==> src/rtl/seg7_scan_driver.sv <==
// Time-multiplexed seven-segment driver: shadowed value, prescaled digit scan,
// hex/decimal glyph decode, leading-zero suppression and one dead cycle per slot.
module seg7_scan_driver #(
  parameter int NUM_DIGITS = 4,
  parameter int SCAN_DIV   = 50000,
  parameter int HEX_MODE   = 0,
  parameter int ACTIVE_LOW = 1
) (
  input  logic                    clk,
  input  logic                    rst,
  input  logic                    load,
  input  logic [4*NUM_DIGITS-1:0] value,
  input  logic [NUM_DIGITS-1:0]   dp_in,
  input  logic                    blank_lz,
  input  logic                    enable,
  output logic [6:0]              seg,
  output logic                    dp,
  output logic [NUM_DIGITS-1:0]   an
);

  localparam int PW = (SCAN_DIV > 1) ? $clog2(SCAN_DIV) : 1;
  localparam int IW = (NUM_DIGITS > 1) ? $clog2(NUM_DIGITS) : 1;
  localparam logic [PW-1:0] PRE_LAST = PW'(SCAN_DIV - 1);
  localparam logic [IW-1:0] IDX_LAST = IW'(NUM_DIGITS - 1);
  localparam logic          POL      = (ACTIVE_LOW != 0);
  localparam logic [6:0]    SEG_OFF  = POL ? 7'h7f : 7'h00;
  localparam logic          DP_OFF   = POL;
  localparam logic [NUM_DIGITS-1:0] AN_OFF = {NUM_DIGITS{POL}};

  logic [PW-1:0]           r_pre;
  logic [IW-1:0]           r_idx;
  logic [4*NUM_DIGITS-1:0] r_shadow_val;
  logic [NUM_DIGITS-1:0]   r_shadow_dp;
  logic [6:0]              r_seg;
  logic                    r_dp;
  logic [NUM_DIGITS-1:0]   r_an;

  logic [3:0]            w_nib;
  logic                  w_dp_lit;
  logic                  w_zero_sel;
  logic                  w_acc;
  logic [NUM_DIGITS-1:0] w_zero_from;
  logic [NUM_DIGITS-1:0] w_an_hot;
  logic                  w_dead;
  logic                  w_suppress;
  logic [6:0]            w_glyph;
  logic [6:0]            w_seg_nxt;
  logic                  w_dp_nxt;
  logic [NUM_DIGITS-1:0] w_an_nxt;

  // Active-low glyph for one nibble; 10-15 blank unless HEX_MODE.
  function automatic logic [6:0] glyph(input logic [3:0] nib);
    logic [6:0] g;
    case (nib)
      4'h0: g = 7'b1000000;
      4'h1: g = 7'b1111001;
      4'h2: g = 7'b0100100;
      4'h3: g = 7'b0110000;
      4'h4: g = 7'b0011001;
      4'h5: g = 7'b0010010;
      4'h6: g = 7'b0000010;
      4'h7: g = 7'b1111000;
      4'h8: g = 7'b0000000;
      4'h9: g = 7'b0010000;
      4'hA: g = 7'b0001000;
      4'hB: g = 7'b0000011;
      4'hC: g = 7'b1000110;
      4'hD: g = 7'b0100001;
      4'hE: g = 7'b0000110;
      default: g = 7'b0001110;
    endcase
    if (HEX_MODE == 0 && nib > 4'd9) g = 7'b1111111;
    return g;
  endfunction

  // w_zero_from[i]: every shadow nibble from i up to the top digit is zero.
  always_comb begin
    w_acc       = 1'b1;
    w_zero_from = '0;
    for (int unsigned k = 0; k < NUM_DIGITS; k++) begin
      w_acc = w_acc & (r_shadow_val[4*(NUM_DIGITS-1-k) +: 4] == 4'h0);
      w_zero_from[NUM_DIGITS-1-k] = w_acc;
    end
  end

  always_comb begin
    w_nib      = '0;
    w_dp_lit   = 1'b0;
    w_zero_sel = 1'b0;
    w_an_hot   = '0;
    for (int unsigned i = 0; i < NUM_DIGITS; i++) begin
      if (r_idx == IW'(i)) begin
        w_nib       = r_shadow_val[4*i +: 4];
        w_dp_lit    = r_shadow_dp[i];
        w_zero_sel  = w_zero_from[i];
        w_an_hot[i] = 1'b1;
      end
    end
  end

  always_comb begin
    w_dead     = (r_pre == PRE_LAST);
    w_suppress = blank_lz && (r_idx != '0) && w_zero_sel;
    w_glyph    = w_suppress ? 7'b1111111 : glyph(w_nib);
    w_seg_nxt  = SEG_OFF;
    w_dp_nxt   = DP_OFF;
    w_an_nxt   = AN_OFF;
    if (enable && !w_dead) begin
      w_seg_nxt = POL ? w_glyph : ~w_glyph;
      w_dp_nxt  = POL ? ~w_dp_lit : w_dp_lit;
      w_an_nxt  = POL ? ~w_an_hot : w_an_hot;
    end
  end

  always_ff @(posedge clk) begin
    if (rst) begin
      r_pre        <= '0;
      r_idx        <= '0;
      r_shadow_val <= '0;
      r_shadow_dp  <= '0;
      r_seg        <= SEG_OFF;
      r_dp         <= DP_OFF;
      r_an         <= AN_OFF;
    end else begin
      if (load) begin
        r_shadow_val <= value;
        r_shadow_dp  <= dp_in;
      end
      if (w_dead) begin
        r_pre <= '0;
        r_idx <= (r_idx == IDX_LAST) ? '0 : r_idx + 1'b1;
      end else begin
        r_pre <= r_pre + 1'b1;
      end
      r_seg <= w_seg_nxt;
      r_dp  <= w_dp_nxt;
      r_an  <= w_an_nxt;
    end
  end

  assign seg = r_seg;
  assign dp  = r_dp;
  assign an  = r_an;

endmodule
==> config.mk <==
export PLATFORM = sky130hd
export DESIGN_NAME = seg7_scan_driver
export DESIGN_NICKNAME = d
export VERILOG_FILES = /design/src/rtl/seg7_scan_driver.sv
export SDC_FILE = /design/constraint.sdc
export NUM_CORES = 1
export LEC_CHECK = 0
export ABC_AREA = 1
export CORE_MARGIN = 1.5
export CORE_UTILIZATION = 50
export DETAILED_ROUTE_END_ITERATION = 8
export PLACE_DENSITY = 0.86
export SLEW_MARGIN = 40
export SYNTH_ARGS = -nofsm -noshare
export SYNTH_HDL_FRONTEND = slang
export SYNTH_SLANG_ARGS = --single-unit
==> constraint.sdc <==
create_clock -name clk -period 4.5 [get_ports clk]
set_input_delay 0.675 -clock clk [delete_from_list [all_inputs] [get_ports clk]]
set_output_delay 0.675 -clock clk [all_outputs]
set_load 0.005 [all_outputs]
==> flow_metrics.py <==
metrics = {
    "detailed_routing": {
        "met2_length_um": 2450,
        "met3WireLength_um": 237,
        "initialDrtViolationCount": 70,
        "post_drt_via_cell_ratio": 5.01,
        "firstDrtPassIters": 4,
        "drc": 0,
        "postRouteWirelength_um": 5000,
        "top_layer_used": "met4",
        "route.antenna.remaining_nets": 0,
        "detail_route.wirelength.met1_um": 2230,
        "wl_per_instance_um": 11.3,
        "vias": 2218,
    },
    "setup_path": {
        "rrSetupSlack_ns": 2.14,
        "timing.setup.critical_path_class": "register to register",
        "worst-path-max-fanout": 7,
        "critical_path.endpoint_type": "register",
        "worst_ep_arrival_time_ns": 2.60,
        "required_ns": 4.75,
        "crit_start": "r_idx[0]",
        "start_kind": "register",
        "rr_startpoint": "r_idx[0]",
        "setup.worst_path.end": "seg[0]",
        "reg2reg_depth": 13,
        "endpoint_of_the_most_critical_register_to_register_path": "seg[0]",
    },
    "floorplan": {
        "die_area_sq_um": 5320,
        "die_x_um": 73.0,
        "num_io_pins": 37,
        "start_util": 0.518,
        "floorplan.rows": 25,
        "die_span_in_y_um": 73.0,
        "placeableCoreArea_sq_um": 4720,
    },
    "sta": {
        "finalSetupViolations": 0,
        "slew_headroom": 0.554,
        "final_clock_skew_ns": 0.00682,
        "setup-tns-final_ns": 0,
        "worst_pin_slew_ns": 0.668,
        "postLayoutSetupSlackWorst_ns": 2.14,
        "min_period_ns": 2.36,
        "grt_setup_unrepaired": "false",
        "finalCritPeriodShare": 0.523,
        "maxSlewViolCount": 0,
        "max_clock_freq_ghz": 0.425,
        "finalHoldViolations": 0,
    },
    "yosys": {
        "warning_count_from_the_yosys_run": 0,
        "postSynthNetCount": 376,
        "total_of_flip_flops_plus_latches_after_synthesis": 50,
        "synthDistinctLibCells": 31,
        "yosysSeqAreaShare": 0.409,
        "combined_area_of_all_synthesized_cells_sq_um": 2450,
        "syn_avg_cell_area_sq_um": 7.20,
        "netlist_instances": 340,
    },
    "place": {
        "buffer_ports.inserted": 36,
        "dp_hpwl_um": 3840,
        "pre_cts_slack_ns": 2.10,
        "gp_congestion": 0.851,
    },
    "clock_network": {
        "clockRootBuffer": "sky130_fd_sc_hd__clkbuf_8",
        "clock_latency_ns": 0.31,
        "cts_num_sinks": 50,
        "number_of_resized_instances_in_the_post_cts_repair_step": 0,
        "cts_made_buffers": 5,
        "cts_hold_buffers": 0,
        "tritoncts": "yes",
        "deepest_clock_path_buffer_count": 2,
        "post-cts-setup-buffer-count": 0,
        "clkSlewWorstSetupHoldPaths_ns": 0.09,
        "htreeDepth": 2,
    },
    "final_layout": {
        "final_cell_mix": "69 x sky130_fd_sc_hd__nand2_1, 53 x sky130_fd_sc_hd__nor2_1, 50 x sky130_fd_sc_hd__dfxtp_1, 36 x sky130_fd_sc_hd__clkdlybuf4s50_1, 30 x sky130_fd_sc_hd__inv_1",
        "layout-drive-gt1-share": 0.0904,
        "final_net_count": 411,
        "final_common_cell": "sky130_fd_sc_hd__nand2_1",
        "syn2layout_area_growth_pct": 20.6,
        "antenna_cells_inserted": 0,
    },
    "pwr": {
        "power.static_leakage_uw": 0.00124,
        "worst_vdd_ir_uv": 158,
        "report.power.total_uw": 851,
        "cellPowerDensity_nw_per_um2": 288,
    },
    "run": {
        "drv_cap": 0,
    },
    "global_route": {
        "global_route.usage.total": 0.206,
        "maximum_number_of_pins_on_one_net_before_global_route_repair": 27,
        "antenna_violations_before_repair": 0,
        "first_global_vias": 2050,
        "grt_overflow_total": 0,
        "grt_pass1_wl_um": 8590,
    },
    "min_path": {
        "min_path_type": "register to register",
    },
    "run_status": {
        "outcome": "complete, no violations",
    },
}
-- critical path: stages (launching register included) --
cell and delay [ns]:
sky130_fd_sc_hd__dfxtp_1 0.38, sky130_fd_sc_hd__inv_1 0.09, sky130_fd_sc_hd__ha_1 0.28, sky130_fd_sc_hd__inv_2 0.14
sky130_fd_sc_hd__nand3_1 0.10, sky130_fd_sc_hd__a21oi_2 0.26, sky130_fd_sc_hd__inv_1 0.14, sky130_fd_sc_hd__ha_1 0.26
sky130_fd_sc_hd__or2_2 0.30, sky130_fd_sc_hd__nand2_1 0.06, sky130_fd_sc_hd__nand2_1 0.05, sky130_fd_sc_hd__nand2_2 0.08
sky130_fd_sc_hd__a21oi_4 0.05, sky130_fd_sc_hd__nand2_1 0.09
-- through the flow --
stage	utilization	cells	area, sq um	hold slack (ns)
finish	0.625	443	2950	0.449
global route	0.625	443	2950	0.487
CTS	0.625	443	2950	0.453
detailed placement	0.605	435	2860	0.438
global placement	0.605	435	2860	0.439
floorplan	-	340	2450	0.417
-- flip-flops by register name (all words and copies together), names as in the netlist --
| signal | count |
|---|---|
| seg | 7 |
| an | 4 |
| r_pre | 16 |
| r_shadow_dp | 4 |
| r_shadow_val | 16 |
| r_idx | 2 |
| dp | 1 |
-- cells by family (layout without fill, tap and decap cells) --
family / after synthesis / after routing / synth area share
simple gates: 177 / 177 / 0.331
compound gates: 55 / 55 / 0.123
flops: 50 / 50 / 0.409
buf+inv: 44 / 80 / 0.0700
fa+ha+maj: 11 / 11 / 0.0562
xor+xnor: 3 / 3 / 0.0107
-- report_power, final --
part | switching (uW) | internal (uW) | leakage (uW)
clock | 145 | 124 | 0.0000472
sequential | 11.2 | 462 | 0.000411
combinational | 55.7 | 53.1 | 0.000781
-- per-layer routing --
layer	global-route usage	vias to the layer above
met2	0.353	64
li1	-	1161
met5	0	-
met4	0.0755	0
met3	0.0525	9
met1	0.249	984
-- cell type report --
class                   instances  area, sq um
well taps                      67         83.8
repair buffers                 36          360
clock buffers                   6         82.6
fillers                       416         1770
clock inverters                 2         12.5
multi-input cells             246         1270
inverters                      36          135
flip-flops and latches         50         1000
-- Yosys cell counts, drive strengths merged --
library cell	instances	share of area
nor4	1	0.0026
ha	11	0.056
nand3b	1	0.0031
inv	35	0.054
nor2	58	0.10
buf	3	0.0072
o21ai	28	0.057
clkinv	1	0.0015
dfxtp	50	0.41
o211ai	2	0.0061
nand4	5	0.013
or2	3	0.0077
a21oi	23	0.053
or3	1	0.0026
o21a	1	0.0031
nand2	78	0.13
nor3	9	0.023
nand3	21	0.045
xor2	3	0.011
clkbuf	5	0.0077
o31ai	1	0.0031
-- how the worst min path moves through the flow --
stage                     cells past startpoint  endpoint  slack [ns]      from
after global routing                          1  r_pre[0]        0.49  r_pre[0]
after global placement                        1  r_pre[0]        0.44  r_pre[0]
final                                         1  r_pre[0]        0.45  r_pre[0]
after detailed placement                      1  r_pre[0]        0.44  r_pre[0]
after CTS                                     1  r_pre[0]        0.45  r_pre[0]
after floorplan                               1  r_pre[0]        0.42  r_pre[0]
(Power assumes the default switching activity.)
